$ cat config.mk
export PLATFORM = sky130hd
export DESIGN_NAME = branch_resolve_unit_flat
export DESIGN_NICKNAME = d
export VERILOG_FILES = /design/src/rtl/branch_pkg.sv /design/src/rtl/branch_resolve_unit_if.sv /design/src/rtl/branch_cmp.sv /design/src/rtl/branch_resolve_unit.sv /design/src/flat_wrapper.sv
export SDC_FILE = /design/constraint.sdc
export NUM_CORES = 1
export LEC_CHECK = 0
export ABC_AREA = 1
export ABC_CLOCK_PERIOD_IN_PS = 6000
export BUFFER_PORTS_ARGS = -buffer_cell sky130_fd_sc_hd__clkbuf_2
export CORE_UTILIZATION = 30
export DETAILED_ROUTE_END_ITERATION = 12
export PLACE_DENSITY = 0.61
export SYNTH_ARGS = -nofsm -noshare
export SYNTH_HDL_FRONTEND = slang
export SYNTH_HIERARCHICAL = 1
export SYNTH_SLANG_ARGS = --single-unit
$ cat constraint.sdc
create_clock -name clk -period 6 [get_ports clk]
set_input_delay 0.9 -clock clk [delete_from_list [all_inputs] [get_ports clk]]
set_output_delay 0.9 -clock clk [all_outputs]
set_load 0.005 [all_outputs]
$ cat src/rtl/branch_pkg.sv
// Shared branch-resolution types: funct3 encodings, BHT counter type and its
// saturating update rule.
package branch_pkg;

  typedef enum logic [2:0] {
    F3_BEQ  = 3'b000,
    F3_BNE  = 3'b001,
    F3_BLT  = 3'b100,
    F3_BGE  = 3'b101,
    F3_BLTU = 3'b110,
    F3_BGEU = 3'b111
  } branch_f3_e;

  typedef logic [1:0] bht_ctr_t;

  localparam bht_ctr_t CTR_SNT = 2'b00;
  localparam bht_ctr_t CTR_WNT = 2'b01;
  localparam bht_ctr_t CTR_WT  = 2'b10;
  localparam bht_ctr_t CTR_ST  = 2'b11;

  function automatic bht_ctr_t ctr_next(input bht_ctr_t ctr, input logic taken);
    if (taken) begin
      return (ctr == CTR_ST) ? CTR_ST : bht_ctr_t'(ctr + 2'd1);
    end
    return (ctr == CTR_SNT) ? CTR_SNT : bht_ctr_t'(ctr - 2'd1);
  endfunction

endpackage

$ cat src/rtl/branch_resolve_unit_if.sv
// EX-stage branch request and registered resolution bus of branch_resolve_unit.
interface branch_resolve_unit_if #(
  parameter int unsigned XLEN = 32
);
  logic            ex_valid;
  logic [2:0]      ex_funct3;
  logic [XLEN-1:0] ex_rs1;
  logic [XLEN-1:0] ex_rs2;
  logic [XLEN-1:0] ex_pc;
  logic            ex_pred_taken;
  logic            flush;
  logic            res_valid;
  logic            res_taken;
  logic            res_mispredict;
  logic [XLEN-1:0] res_pc;

  modport master (
    output ex_valid, ex_funct3, ex_rs1, ex_rs2, ex_pc, ex_pred_taken, flush,
    input  res_valid, res_taken, res_mispredict, res_pc
  );

  modport slave (
    input  ex_valid, ex_funct3, ex_rs1, ex_rs2, ex_pc, ex_pred_taken, flush,
    output res_valid, res_taken, res_mispredict, res_pc
  );
endinterface

$ cat src/rtl/branch_cmp.sv
// Combinational XLEN-wide branch comparator; flags funct3 codes that are not
// conditional branches.
module branch_cmp
  import branch_pkg::*;
#(
  parameter int unsigned XLEN = 32
) (
  input  logic [2:0]      funct3,
  input  logic [XLEN-1:0] rs1,
  input  logic [XLEN-1:0] rs2,
  output logic            taken,
  output logic            illegal
);

  logic eq;
  logic lt_s;
  logic lt_u;

  assign eq   = (rs1 == rs2);
  assign lt_u = (rs1 < rs2);
  assign lt_s = ($signed(rs1) < $signed(rs2));

  always_comb begin
    taken   = 1'b0;
    illegal = 1'b0;
    case (funct3)
      F3_BEQ:  taken = eq;
      F3_BNE:  taken = !eq;
      F3_BLT:  taken = lt_s;
      F3_BGE:  taken = !lt_s;
      F3_BLTU: taken = lt_u;
      F3_BGEU: taken = !lt_u;
      default: illegal = 1'b1;
    endcase
  end

endmodule

$ cat src/rtl/branch_resolve_unit.sv
// Branch resolution: compare, one-cycle registered outcome, mispredict flag
// and 2-bit BHT. Optional counters enabled by macro BRANCH_STATS_EN.
module branch_resolve_unit
  import branch_pkg::*;
#(
  parameter int unsigned XLEN        = 32,
  parameter int unsigned BHT_ENTRIES = 16,
  parameter bht_ctr_t    BHT_INIT    = 2'b01
) (
  input  logic                   clk,
  input  logic                   rst,
  input  logic [XLEN-1:0]        pred_pc,
  output logic                   pred_taken,
  branch_resolve_unit_if.slave   bus
`ifdef BRANCH_STATS_EN
  ,
  output logic [31:0]            stat_branches,
  output logic [31:0]            stat_mispredicts
`endif
);

  localparam int unsigned IDXW = $clog2(BHT_ENTRIES);

  bht_ctr_t        bht [BHT_ENTRIES];
  logic [IDXW-1:0] pred_idx;
  logic [IDXW-1:0] ex_idx;
  logic            cmp_taken;
  logic            cmp_illegal;
  logic            accept;
  logic            mispredict;
  logic            unused_pred_bits;

  assign pred_idx = pred_pc[IDXW+1:2];
  assign ex_idx   = bus.ex_pc[IDXW+1:2];
  assign unused_pred_bits = ^{pred_pc[XLEN-1:IDXW+2], pred_pc[1:0]};

  // Read straight from the array so a same-cycle update is not forwarded.
  assign pred_taken = bht[pred_idx][1];

  branch_cmp #(.XLEN(XLEN)) u_cmp (
    .funct3  (bus.ex_funct3),
    .rs1     (bus.ex_rs1),
    .rs2     (bus.ex_rs2),
    .taken   (cmp_taken),
    .illegal (cmp_illegal)
  );

  assign accept     = bus.ex_valid && !bus.flush;
  assign mispredict = cmp_taken != bus.ex_pred_taken;

  always_ff @(posedge clk) begin
    if (rst) begin
      bus.res_valid      <= 1'b0;
      bus.res_taken      <= 1'b0;
      bus.res_mispredict <= 1'b0;
      bus.res_pc         <= '0;
    end else begin
      bus.res_valid <= accept;
      if (accept) begin
        bus.res_taken      <= cmp_taken;
        bus.res_mispredict <= mispredict;
        bus.res_pc         <= bus.ex_pc;
      end
    end
  end

  always_ff @(posedge clk) begin
    if (rst) begin
      for (int unsigned i = 0; i < BHT_ENTRIES; i++) begin
        bht[i] <= BHT_INIT;
      end
    end else if (accept && !cmp_illegal) begin
      bht[ex_idx] <= ctr_next(bht[ex_idx], cmp_taken);
    end
  end

`ifdef BRANCH_STATS_EN
  always_ff @(posedge clk) begin
    if (rst) begin
      stat_branches    <= '0;
      stat_mispredicts <= '0;
    end else if (accept) begin
      stat_branches <= stat_branches + 32'd1;
      if (mispredict) begin
        stat_mispredicts <= stat_mispredicts + 32'd1;
      end
    end
  end
`else
  // Statistics counters are not built in this configuration.
`endif

endmodule

$ cat src/flat_wrapper.sv
// flat-port wrapper written by rule: the top's interface ports become plain ports
module branch_resolve_unit_flat import branch_pkg::*;
#(
  parameter int unsigned XLEN        = 32,
  parameter int unsigned BHT_ENTRIES = 16,
  parameter bht_ctr_t    BHT_INIT    = 2'b01
)
  (clk, rst, pred_pc, pred_taken, bus_ex_valid, bus_ex_funct3, bus_ex_rs1, bus_ex_rs2, bus_ex_pc, bus_ex_pred_taken, bus_flush, bus_res_valid, bus_res_taken, bus_res_mispredict, bus_res_pc);
  branch_resolve_unit_if #(.XLEN(XLEN)) bus_i ();
  input  logic clk;
  input  logic rst;
  input  logic [XLEN-1:0] pred_pc;
  output logic pred_taken;
  input wire logic [$bits(bus_i.ex_valid)-1:0] bus_ex_valid;
  input wire logic [$bits(bus_i.ex_funct3)-1:0] bus_ex_funct3;
  input wire logic [$bits(bus_i.ex_rs1)-1:0] bus_ex_rs1;
  input wire logic [$bits(bus_i.ex_rs2)-1:0] bus_ex_rs2;
  input wire logic [$bits(bus_i.ex_pc)-1:0] bus_ex_pc;
  input wire logic [$bits(bus_i.ex_pred_taken)-1:0] bus_ex_pred_taken;
  input wire logic [$bits(bus_i.flush)-1:0] bus_flush;
  output wire logic [$bits(bus_i.res_valid)-1:0] bus_res_valid;
  output wire logic [$bits(bus_i.res_taken)-1:0] bus_res_taken;
  output wire logic [$bits(bus_i.res_mispredict)-1:0] bus_res_mispredict;
  output wire logic [$bits(bus_i.res_pc)-1:0] bus_res_pc;
  assign bus_i.ex_valid = bus_ex_valid;
  assign bus_i.ex_funct3 = bus_ex_funct3;
  assign bus_i.ex_rs1 = bus_ex_rs1;
  assign bus_i.ex_rs2 = bus_ex_rs2;
  assign bus_i.ex_pc = bus_ex_pc;
  assign bus_i.ex_pred_taken = bus_ex_pred_taken;
  assign bus_i.flush = bus_flush;
  assign bus_res_valid = bus_i.res_valid;
  assign bus_res_taken = bus_i.res_taken;
  assign bus_res_mispredict = bus_i.res_mispredict;
  assign bus_res_pc = bus_i.res_pc;
  branch_resolve_unit #(.XLEN(XLEN), .BHT_ENTRIES(BHT_ENTRIES), .BHT_INIT(BHT_INIT)) u_core (.clk(clk), .rst(rst), .pred_pc(pred_pc), .pred_taken(pred_taken), .bus(bus_i));
endmodule
==> flow_metrics.py <==
metrics = {
    "cts": {
        "htreeDepth": 3,
        "cts_buffer_depth": 2,
        "clock_latency_ns": 0.32,
        "numCtsBuffers": 9,
        "postCtsHoldBufs": 0,
        "cts.clk_slew.worst_paths_ns": 0.05,
        "cts_num_sinks": 67,
        "postCtsSetupRepairBufs": 0,
        "tritoncts": "done",
        "cts_resized": 0,
        "cts_root_buf": "clkbuf_16",
    },
    "timing": {
        "final.min_clock_period_ns": 3.09,
        "max_freq_ghz": 0.323,
        "rsz0062_at_grt": "false",
        "setup_viol": 0,
        "hold_viol": 0,
        "skew_ns": 0.00559,
        "relSlewSlack": 0.384,
        "tightestPinTransition_ns": 0.923,
        "final.setup.tns_ns": 0,
        "drv_slew": 0,
        "period_share": 0.516,
    },
    "yosys": {
        "synth.most_common_cell": "nand2_1",
        "ys_types": 31,
        "synth_common_cells": "nand2_1, nor2_1, inv_1",
        "synthArstFlopShare": 0,
        "synth_edf_count": 32,
        "yosysTopAreaCell": "edfxtp_1",
        "ys_seq_area_frac": 0.403,
        "synthFlopType": "dfxtp_1",
        "netlist_top_cells_area": "edfxtp_1, dfxtp_1, nand2_1",
        "mappedNetlistNets": 733,
        "yosysTopAreaCellShare": 0.233,
        "syn_avg_cell_area_um2": 7.30,
        "synth_area_mm2": 0.00412,
        "ys_warn_count": 6,
        "netlist_instances": 565,
        "ys_seq_elements": 67,
    },
    "detailed_routing": {
        "drc_errors": 0,
        "first_iter_violations": 175,
        "drt-total-wl_mm": 10.7,
        "vias": 3909,
        "antenna_left": 0,
        "post_drt_wl_per_cell_um": 12.1,
        "dr.pass1.iters": 5,
        "routed_via_density": 4.43,
    },
    "final_layout": {
        "final_cells": 883,
        "multiInputGateArea_mm2": 0.00204,
        "final_nets": 870,
        "diodes": 0,
        "fillers": 1475,
        "utilization": 0.393,
        "fin_area_mm2": 0.00524,
        "ff_latch_area_mm2": 0.00166,
        "area_growth_pct": 27.1,
        "drive_gt1_frac": 0.273,
    },
    "worst_setup_path": {
        "r2r_slack_ns": 3.94,
        "worst-path-max-fanout": 41,
        "critPathLaunchType": "input pin",
        "end_kind": "flop",
        "arrival_ns": 3.12,
        "required_ns": 6.03,
        "crit_type": "in2reg",
    },
    "power_and_ir_drop": {
        "p_leak_nw": 2.63,
        "p_total_mw": 1.19,
        "peakVddDrop_mv": 0.144,
        "powerDensity_mw_per_mm2": 227,
    },
    "run": {
        "maxCapViolCount": 0,
    },
    "place": {
        "io_buffers": 143,
        "place_area_mm2": 0.00498,
        "place_hpwl_mm": 8.20,
        "place_congestion": 0.835,
        "dp_cells": 867,
    },
    "floorplan": {
        "placementRows": 42,
        "start_util": 0.309,
        "fp.dieH_um": 119,
        "die_w_um": 119,
        "pin_count": 172,
        "dieArea_mm2": 0.0142,
        "core_mm2": 0.0133,
    },
    "grt": {
        "antenna_found_initial": 0,
        "grt_pass1_wl_mm": 17.7,
        "grt_pass1_vias": 3836,
        "track_usage": 0.158,
        "grt_overflow_total": 0,
        "grt_max_degree": 46,
    },
    "status": {
        "outcome": "finished, final reports clean",
    },
    "worst_hold_path": {
        "hold_path_class": "reg2reg",
    },
}
-- worst max-delay path, cell delays in order --
cell and delay (ns):
clkbuf_2 0.07, inv_1 0.04, nor2_2 0.07, buf_4 0.34
inv_1 0.50, nor2_1 0.37, nand2_1 0.18, nor3_1 0.16
inv_1 0.12, nor2_1 0.17, inv_1 0.09, nand2_1 0.10
-- area by class of cell --
type,count,area share
clock buffers,13,0.0477
clock inverters,3,0.00286
inverters,86,0.0616
multi-input cells,393,0.389
flip-flops and latches,67,0.317
well taps,176,0.0420
repair buffers,145,0.139
-- per-layer routing --
| layer | up-vias | track usage | part of all wire |
|---|---|---|---|
| li1 | 2069 | - | - |
| met4 | 0 | 0.0451 | 0.0093 |
| met2 | 115 | 0.263 | 0.46 |
| met5 | - | 0 | 0 |
| met1 | 1716 | 0.193 | 0.46 |
| met3 | 9 | 0.0508 | 0.070 |
-- stage by stage --
step                      setup slack, ns  hold WS [ns]
after global routing                 2.68         0.543
final                                2.91         0.518
after CTS                            2.93         0.517
after floorplan                      3.13         0.502
after global placement               2.66         0.495
after detailed placement             2.60         0.503
-- report_power, final --
part	internal (mW)	switching (mW)	total [mW]	leakage [nW]
clock	0.289	0.184	0.473	0.133
combinational	0.0846	0.125	0.209	1.93
sequential	0.499	0.0100	0.509	0.567
total	0.872	0.318	1.19	2.63
-- cell families after synthesis --
logic type	count (synthesis)	share of synthesized area
muxes	3	0.00728
adders and majority gates	32	0.0971
buffers and inverters	105	0.103
xor gates and xnor gates	1	0.00212
and+or+nand+nor	282	0.290
AOI/OAI and AO/OA	75	0.0980
DFF	67	0.403
-- flip-flops by register name (all words and copies together) (netlist names) --
register,cells
u_core/bus.res_mispredict,1
u_core/bus.res_valid,1
u_core/bht,32
u_core/bus.res_pc,32
u_core/bus.res_taken,1
-- placed cells by master, fill, tap and decap left out, drive strengths merged --
| master | n |
|---|---|
| a21o | 1 |
| a21oi | 23 |
| buf | 2 |
| clkbuf | 156 |
| clkinv | 4 |
| dfxtp | 35 |
| edfxtp | 32 |
| ha | 32 |
| inv | 85 |
| mux2i | 3 |
| nand2 | 129 |
| nand3 | 24 |
| nand4 | 6 |
| nor2 | 115 |
| nor3 | 8 |
| o211ai | 3 |
| o21a | 1 |
| o21ai | 47 |
| xnor2 | 1 |
-- final timing paths --
check	to	startpoint	depth (start not counted)
setup / recovery	u_core/bht[10][0]	bus_ex_valid	12
hold / removal	u_core/bus.res_pc[7]	u_core/bus.res_pc[7]	2
setup reg to reg	u_core/bht[2][1]	u_core/bht[11][1]	10
hold reg to reg	u_core/bus.res_pc[7]	u_core/bus.res_pc[7]	2
Power figures use the tool's default switching activity.
